<file path="src/rtl/riscv_mc_control.sv">
// riscv_mc_control: multicycle control FSM for the RISC-V datapath.
// Sequences FETCH/DECODE/EXEC/MEM/WB, waits on a bounded memory handshake
// and traps on illegal opcodes or memory timeouts.
// Optional feature macro: RISCV_MC_PERF_EN adds cycle_cnt / instret_cnt.
module riscv_mc_control #(
  parameter int MEM_TIMEOUT = 15,
  parameter int PERF_W      = 32
) (
  input  logic        clk,
  input  logic        reset,
  input  logic [6:0]  opcode,
  input  logic [2:0]  funct3,
  input  logic        funct7_5,
  input  logic        zero,
  input  logic        mem_ready,
  output logic [2:0]  state,
  output logic        pc_write,
  output logic [1:0]  pc_src,
  output logic        ir_write,
  output logic        mem_req,
  output logic        mem_we,
  output logic        mem_addr_sel,
  output logic        reg_write,
  output logic [1:0]  wb_sel,
  output logic        alu_src_b,
  output logic [3:0]  alu_op,
  output logic        instret_pulse,
  output logic        halt,
  output logic [1:0]  trap_cause
`ifdef RISCV_MC_PERF_EN
  ,
  output logic [PERF_W-1:0] cycle_cnt,
  output logic [PERF_W-1:0] instret_cnt
`endif
);

  typedef enum logic [2:0] {
    S_FETCH  = 3'd0,
    S_DECODE = 3'd1,
    S_EXEC   = 3'd2,
    S_MEM    = 3'd3,
    S_WB     = 3'd4,
    S_TRAP   = 3'd5
  } state_t;

  localparam logic [6:0] OP_R   = 7'b0110011;
  localparam logic [6:0] OP_I   = 7'b0010011;
  localparam logic [6:0] OP_LW  = 7'b0000011;
  localparam logic [6:0] OP_SW  = 7'b0100011;
  localparam logic [6:0] OP_BR  = 7'b1100011;
  localparam logic [6:0] OP_JAL = 7'b1101111;

  localparam logic [7:0] TIMEOUT_C = 8'(MEM_TIMEOUT);

  // Elaboration-time parameter sanity hooks (empty when parameters are legal).
  if (MEM_TIMEOUT < 1 || MEM_TIMEOUT > 255) begin : g_bad_mem_timeout
  end
  if (PERF_W < 1) begin : g_bad_perf_w
  end

  state_t      state_r;
  logic [7:0]  wait_cnt_r;
  logic [1:0]  cause_r;
  logic        timeout_s;
  logic        taken_s;

  // The registered count equals MEM_TIMEOUT once that many request cycles went
  // unanswered; that cycle is the last chance and mem_ready still wins in it.
  assign timeout_s = (wait_cnt_r == TIMEOUT_C) && !mem_ready;
  assign taken_s   = ((funct3 == 3'b000) && zero) || ((funct3 == 3'b001) && !zero);
  assign state     = state_r;

  // State register, memory wait counter and latched trap cause.
  always_ff @(posedge clk or posedge reset) begin
    if (reset) begin
      state_r    <= S_FETCH;
      wait_cnt_r <= 8'd0;
      cause_r    <= 2'b00;
    end else begin
      case (state_r)
        S_FETCH: begin
          if (mem_ready) begin
            state_r    <= S_DECODE;
            wait_cnt_r <= 8'd0;
          end else if (timeout_s) begin
            state_r <= S_TRAP;
            cause_r <= 2'b10;
          end else begin
            wait_cnt_r <= wait_cnt_r + 8'd1;
          end
        end
        S_DECODE: begin
          wait_cnt_r <= 8'd0;
          case (opcode)
            OP_R, OP_I, OP_LW, OP_SW, OP_JAL: state_r <= S_EXEC;
            OP_BR: begin
              if (funct3[2:1] == 2'b00) begin
                state_r <= S_EXEC;
              end else begin
                state_r <= S_TRAP;
                cause_r <= 2'b01;
              end
            end
            default: begin
              state_r <= S_TRAP;
              cause_r <= 2'b01;
            end
          endcase
        end
        S_EXEC: begin
          case (opcode)
            OP_LW, OP_SW:       state_r <= S_MEM;
            OP_BR:              state_r <= S_FETCH;
            OP_R, OP_I, OP_JAL: state_r <= S_WB;
            default: begin
              state_r <= S_TRAP;
              cause_r <= 2'b01;
            end
          endcase
        end
        S_MEM: begin
          if (mem_ready) begin
            state_r    <= (opcode == OP_LW) ? S_WB : S_FETCH;
            wait_cnt_r <= 8'd0;
          end else if (timeout_s) begin
            state_r <= S_TRAP;
            cause_r <= 2'b10;
          end else begin
            wait_cnt_r <= wait_cnt_r + 8'd1;
          end
        end
        S_WB:    state_r <= S_FETCH;
        S_TRAP:  state_r <= S_TRAP;
        default: begin
          state_r <= S_TRAP;
          cause_r <= 2'b01;
        end
      endcase
    end
  end

  // Datapath controls decoded from the current state and inputs; all zero in reset.
  always_comb begin
    pc_write      = 1'b0;
    pc_src        = 2'b00;
    ir_write      = 1'b0;
    mem_req       = 1'b0;
    mem_we        = 1'b0;
    mem_addr_sel  = 1'b0;
    reg_write     = 1'b0;
    wb_sel        = 2'b00;
    alu_src_b     = 1'b0;
    alu_op        = 4'b0000;
    instret_pulse = 1'b0;
    halt          = 1'b0;
    trap_cause    = 2'b00;
    if (reset) begin
      halt = 1'b0;
    end else begin
      case (state_r)
        S_FETCH: begin
          mem_req  = 1'b1;
          ir_write = mem_ready;
        end
        S_EXEC: begin
          case (opcode)
            OP_R: alu_op = {funct7_5, funct3};
            OP_I: begin
              alu_op    = {(funct3 == 3'b101) ? funct7_5 : 1'b0, funct3};
              alu_src_b = 1'b1;
            end
            OP_LW, OP_SW: alu_src_b = 1'b1;
            OP_BR: begin
              alu_op        = 4'b1000;
              pc_write      = 1'b1;
              pc_src        = taken_s ? 2'b01 : 2'b00;
              instret_pulse = 1'b1;
            end
            default: alu_op = 4'b0000;
          endcase
        end
        S_MEM: begin
          mem_req      = 1'b1;
          mem_addr_sel = 1'b1;
          mem_we       = (opcode == OP_SW);
          if (mem_ready && (opcode == OP_SW)) begin
            pc_write      = 1'b1;
            instret_pulse = 1'b1;
          end else begin
            pc_write = 1'b0;
          end
        end
        S_WB: begin
          reg_write     = 1'b1;
          pc_write      = 1'b1;
          instret_pulse = 1'b1;
          wb_sel        = (opcode == OP_LW) ? 2'b01 : ((opcode == OP_JAL) ? 2'b10 : 2'b00);
          pc_src        = (opcode == OP_JAL) ? 2'b10 : 2'b00;
        end
        S_TRAP: begin
          halt       = 1'b1;
          trap_cause = cause_r;
        end
        default: halt = 1'b0;
      endcase
    end
  end

`ifdef RISCV_MC_PERF_EN
  // Performance counters: frozen in TRAP, wrap naturally at PERF_W bits.
  always_ff @(posedge clk or posedge reset) begin
    if (reset) begin
      cycle_cnt   <= '0;
      instret_cnt <= '0;
    end else begin
      if (state_r != S_TRAP) begin
        cycle_cnt <= cycle_cnt + PERF_W'(1);
      end
      if (instret_pulse) begin
        instret_cnt <= instret_cnt + PERF_W'(1);
      end
    end
  end
`endif

endmodule

</file>
<file path="config.mk">
export PLATFORM = sky130hd
export DESIGN_NAME = riscv_mc_control
export DESIGN_NICKNAME = d
export VERILOG_FILES = /design/src/rtl/riscv_mc_control.sv
export SDC_FILE = /design/constraint.sdc
export NUM_CORES = 1
export LEC_CHECK = 0
export ABC_AREA = 1
export CORE_ASPECT_RATIO = 0.5
export CORE_MARGIN = 2
export CORE_UTILIZATION = 30
export CTS_CLUSTER_SIZE = 12
export DETAILED_ROUTE_END_ITERATION = 10
export SLEW_MARGIN = 15
export SYNTH_ARGS = -nofsm -noshare
export SYNTH_HDL_FRONTEND = slang
export SYNTH_SLANG_ARGS = --single-unit
</file>
<file path="constraint.sdc">
create_clock -name clk -period 4.9 [get_ports clk]
set_clock_uncertainty 0.1 [all_clocks]
set_input_delay 1.225 -clock clk [delete_from_list [all_inputs] [get_ports clk]]
set_output_delay 1.225 -clock clk [all_outputs]
set_load 0.02 [all_outputs]
</file>
Yosys cells after proc, flatten, opt, wreduce, memory -nomap -nowiden

Cells that the tools add are included.

Add/subtract/negate cells: 1
Equality and inequality tests: 20
Muxes and demuxes: 50
Bitwise logic cells: 1
Reduce and logical (&&, ||, !) cells: 20

Operators by type and width:

| cell                  | count |
|---|---|
| $mux W2               | 11 |
| $mux W1               | 21 |
| $mux W8               | 2 |
| $pmux W8 S2           | 1 |
| $mux W3               | 5 |
| $pmux W3 S5           | 1 |
| $eq A7 B6 Y1 const B  | 2 |
| $eq A7 B7 Y1 const B  | 2 |
| $pmux W4 S3           | 1 |
| $eq A3 B3 Y1 const B  | 3 |
| $pmux W3 S3           | 1 |
| $add A8 B1 Y8 const B | 1 |
| $eq A8 B4 Y1 const B  | 1 |
| $mux W4               | 2 |
| $pmux W2 S2           | 2 |
| $pmux W2 S4           | 1 |
| $eq A7 B2 Y1 const B  | 1 |
| $eq A7 B5 Y1 const B  | 1 |
| $eq A3 B1 Y1 const B  | 2 |
| $eq A3 B2 Y1 const B  | 2 |
| $logic_not A3 Y1      | 2 |
| $ne A2 B2 Y1 const B  | 3 |
| $ne A3 B3 Y1 const B  | 2 |
| $pmux W3 S2           | 1 |
| other kinds (14)      | 21 |

Bits in registers: 13
Output and inout port bits: 22
Logic and storage cells: 95

Logic depth before layout (Yosys ltp)

Depth in word-level cells: 7
Gate-level depth with buffers: 10
Mapped depth without buffers: 10

Least setup slack after synthesis

Ideal clock, no wire load.

Kind: input to output
From: in reset
To: out trap_cause[0]
Arrival: 2.372 ns
Path slack: 1.203 ns
Stages: 4
Buffers on the path: 1
Cells stage by stage: clkbuf_1 nor3_1 inv_1 nor2_1

Longest elaborated chain between the ends: 1

Ends and longest elaborated chain:

| item        | RTL line | RTL |
|---|---|---|
| from (decl) | 10       | `input logic reset,` |
| $mux W2     | 157      | `if (reset) begin` |
| to (decl)   | 29       | `output logic [1:0] trap_cause` |

No other way between the ends.

Final worst setup path

From: in opcode[5]
To: out pc_src[0]

Longest elaborated chain between the ends: 4

Ends and longest elaborated chain:

| item         | RTL line | RTL |
|---|---|---|
| from (decl)  | 11       | `input logic [6:0] opcode,` |
| $eq A7 B7 Y1 | 166      | `case (opcode)` |
| $mux W1      | 166      |  |
| $pmux W2 S2  | 160      | `case (state_r)` |
| $mux W2      | 157      |  |
| to (decl)    | 18       | `output logic [1:0] pc_src,` |

No other way between the ends.

==> flow_metrics.tcl <==
set metrics [dict create \
    cts.clk_slew.worst_paths_ps 60 \
    drt-total-wl_mm 2.91 \
    cp_num_buf_inv 2 \
    clk_latency_ps 250 \
    die_area_um2 4370 \
    die_h_um 47.8 \
    synth.ff_latch_count 13 \
    end_kind "output port" \
    critPathMaxStageDelay_ps 650 \
    yosysTopAreaCell "dfrtp_1" \
    cap_violations 0 \
    slew_violations 0 \
    htreeDepth 1 \
    synth_common_cells "nand2_1, nor2_1, inv_1" \
    ys_types 29 \
    globalRouteTotalUtil_pct 14.3 \
    yosysTopAreaCellShare_pct 28.3 \
    start_util_pct 32.4 \
    synthFlopType "dfrtp_1" \
    ios 37 \
    antenna_cells 0 \
    dp.final_hpwl_mm 2.39 \
    ys_warn_count 0 \
    synth_cells 177 \
    drive_gt1_share_pct 10.7 \
    finalNonFillerCells 266 \
    grt_max_degree 14 \
    syn_avg_cell_area_um2 6.50 \
    syn_area_um2 1150 \
    cts_sinks 13 \
    root_buffer "clkbuf_8" \
    core-area_um2 3550 \
    cts_hold_buf 0 \
    drc_errors 0 \
    hp-class "reg2reg" \
    crit_fanout 6 \
    portBuffers 36 \
    final_hold_viol_count 0 \
    cpMaxStageDelayCell "clkdlybuf4s50_1" \
    antenna_found_initial 0 \
    dieWidth_um 91.6 \
    run_status "finished, final reports clean" \
    tightest_slew_ps 336 \
    drt-initial-drc-count 48 \
    cp_common_cell "clkdlybuf4s50_1" \
    rsz0062_at_grt "no" \
    synth_enable_flop_cells 0 \
    dp.cells 262 \
    cp_top_family "buffers and inverters" \
    vdd_drop_max_uv 85.6 \
    cts.repair.resized 0 \
    maxSlewHeadroom_pct 77.6 \
    antenna_left 0 \
    syn_nets 193 \
    ys_seq_area_share_pct 28.3 \
    synth_most_common_cell "nand2_1" \
    cts_setup_buffers 0 \
    worstPathRequired_ps 3580 \
    clk_path_buf_depth 2 \
    drt-wirelength-per-cell_um 10.9 \
    rows 15 \
    viasPerCell 4.60 \
    vias 1224 \
    min_period_ps 4480 \
    fin_nets 232 \
    arrival_ps 3160 \
    dr.pass1.iters 4 \
    total_leakage_power_nw 0.678 \
    grt_remaining_overflow 0 \
    worstSetupPathType "in2out" \
    cp_cell_sequence "clkdlybuf4s50_1, nand3_2, nor2_1, nand3_1, a211oi_1, clkdlybuf4s50_1" \
    cts_made_buffers 3 \
    syn2layout_area_growth_pct 39.8 \
    finalSetupViolations 0 \
    start_kind "input pin" \
    grt_pass1_vias 1109 \
    cts_tree "yes" \
    synth_async_sr_flop_share_pct 100 \
    powerDensity_nw_per_um2 150 \
    place_congestion 0.807 \
    fmax_mhz 223 \
    tns_ps 0 \
    period_share_pct 91.5 \
    synth_area_leaders "dfrtp_1, nand2_1, nor2_1" \
    grt_pass1_wl_mm 4.86 \
]
-- cells in the final DEF (no fill, tap or decap), types with 2 or more instances in the layout --
| master | count |
|---|---|
| o21a_1 | 2 |
| inv_1 | 26 |
| nor2_1 | 28 |
| o211ai_1 | 2 |
| nand3_2 | 2 |
| nand4_1 | 5 |
| o21ai_0 | 4 |
| nand2_2 | 4 |
| o21ai_1 | 5 |
| nand2_1 | 32 |
| clkdlybuf4s50_1 | 36 |
| nor3_1 | 10 |
| xor2_1 | 2 |
| clkbuf_8 | 3 |
| dfrtp_1 | 13 |
| a21oi_1 | 5 |
| nor2_4 | 3 |
| nand3_1 | 15 |
| o2111ai_1 | 2 |
| inv_2 | 5 |
-- flip-flops by register name, indices dropped and copies added, names as in the netlist --
register,count
state,3
cause_r,2
wait_cnt_r,8
-- metal layers --
metal | vias to the layer above | wire length [um] | global-route usage [%] | part of all wire (%)
met5 | - | 0 | 0 | 0
met2 | 24 | 1300 | 25.4 | 45
met4 | 0 | 33 | 4.55 | 1.1
met3 | 4 | 119 | 3.62 | 4.1
li1 | 651 | - | - | -
met1 | 545 | 1460 | 17.9 | 50
-- metrics by stage --
stage / instance area [um2] / power [mW] / hold slack (ps) / setup WS (ps) / util [%]
after global routing: 1610 / 0.255 / 396 / 233 / 45.3
after CTS: 1610 / 0.247 / 375 / 406 / 45.3
after global placement: 1560 / 0.143 / 365 / 463 / 44.1
final: 1610 / 0.242 / 371 / 416 / 45.3
after detailed placement: 1560 / 0.143 / 360 / 425 / 44.1
after floorplan: 1150 / 0.125 / 342 / 1200 / -
-- layout make-up --
cell class,count,area [um2]
Clock buffer,4,45.0
Tap cell,51,63.8
Timing Repair Buffer,37,368
Multi-Input combinational cell,130,689
Inverter,31,116
Sequential cell,13,325
Fill cell,374,1940
-- worst min-delay path, cell delays in order (launching register included) --
cell	delay (ps)
dfrtp_1	340
nand2_1	50
nand2_1	50
-- where the power goes --
part | internal [mW] | switching (mW)
Combinational | 0.0151 | 0.0160
Sequential | 0.109 | 0.00127
Clock | 0.0576 | 0.0431
-- logic make-up after synthesis --
kind of cell	synth area share, %
AOI/OAI and AO/OA	14.4
xor gates and xnor gates	1.52
adders and majority gates	1.09
buffers and inverters	11.8
DFF	28.3
and+or+nand+nor	43.0
-- final timing paths --
path / startpoint / end / slack (ps) / cells past startpoint
worst max-delay path: opcode[5] / pc_src[0] / 420 / 6
worst min-delay path: cause_r[1]$_DFFE_PP0P_ / cause_r[1]$_DFFE_PP0P_ / 370 / 2
worst max register to register: wait_cnt_r[0]$_DFFE_PP0P_ / wait_cnt_r[3]$_DFFE_PP0P_ / 3190 / 8
worst min register to register: cause_r[1]$_DFFE_PP0P_ / cause_r[1]$_DFFE_PP0P_ / 370 / 2
max in group asynchronous: reset / wait_cnt_r[1]$_DFFE_PP0P_ / 3120 / 3
min in group asynchronous: reset / cause_r[0]$_DFFE_PP0P_ / 1410 / 3
(Power assumes the default switching activity.)
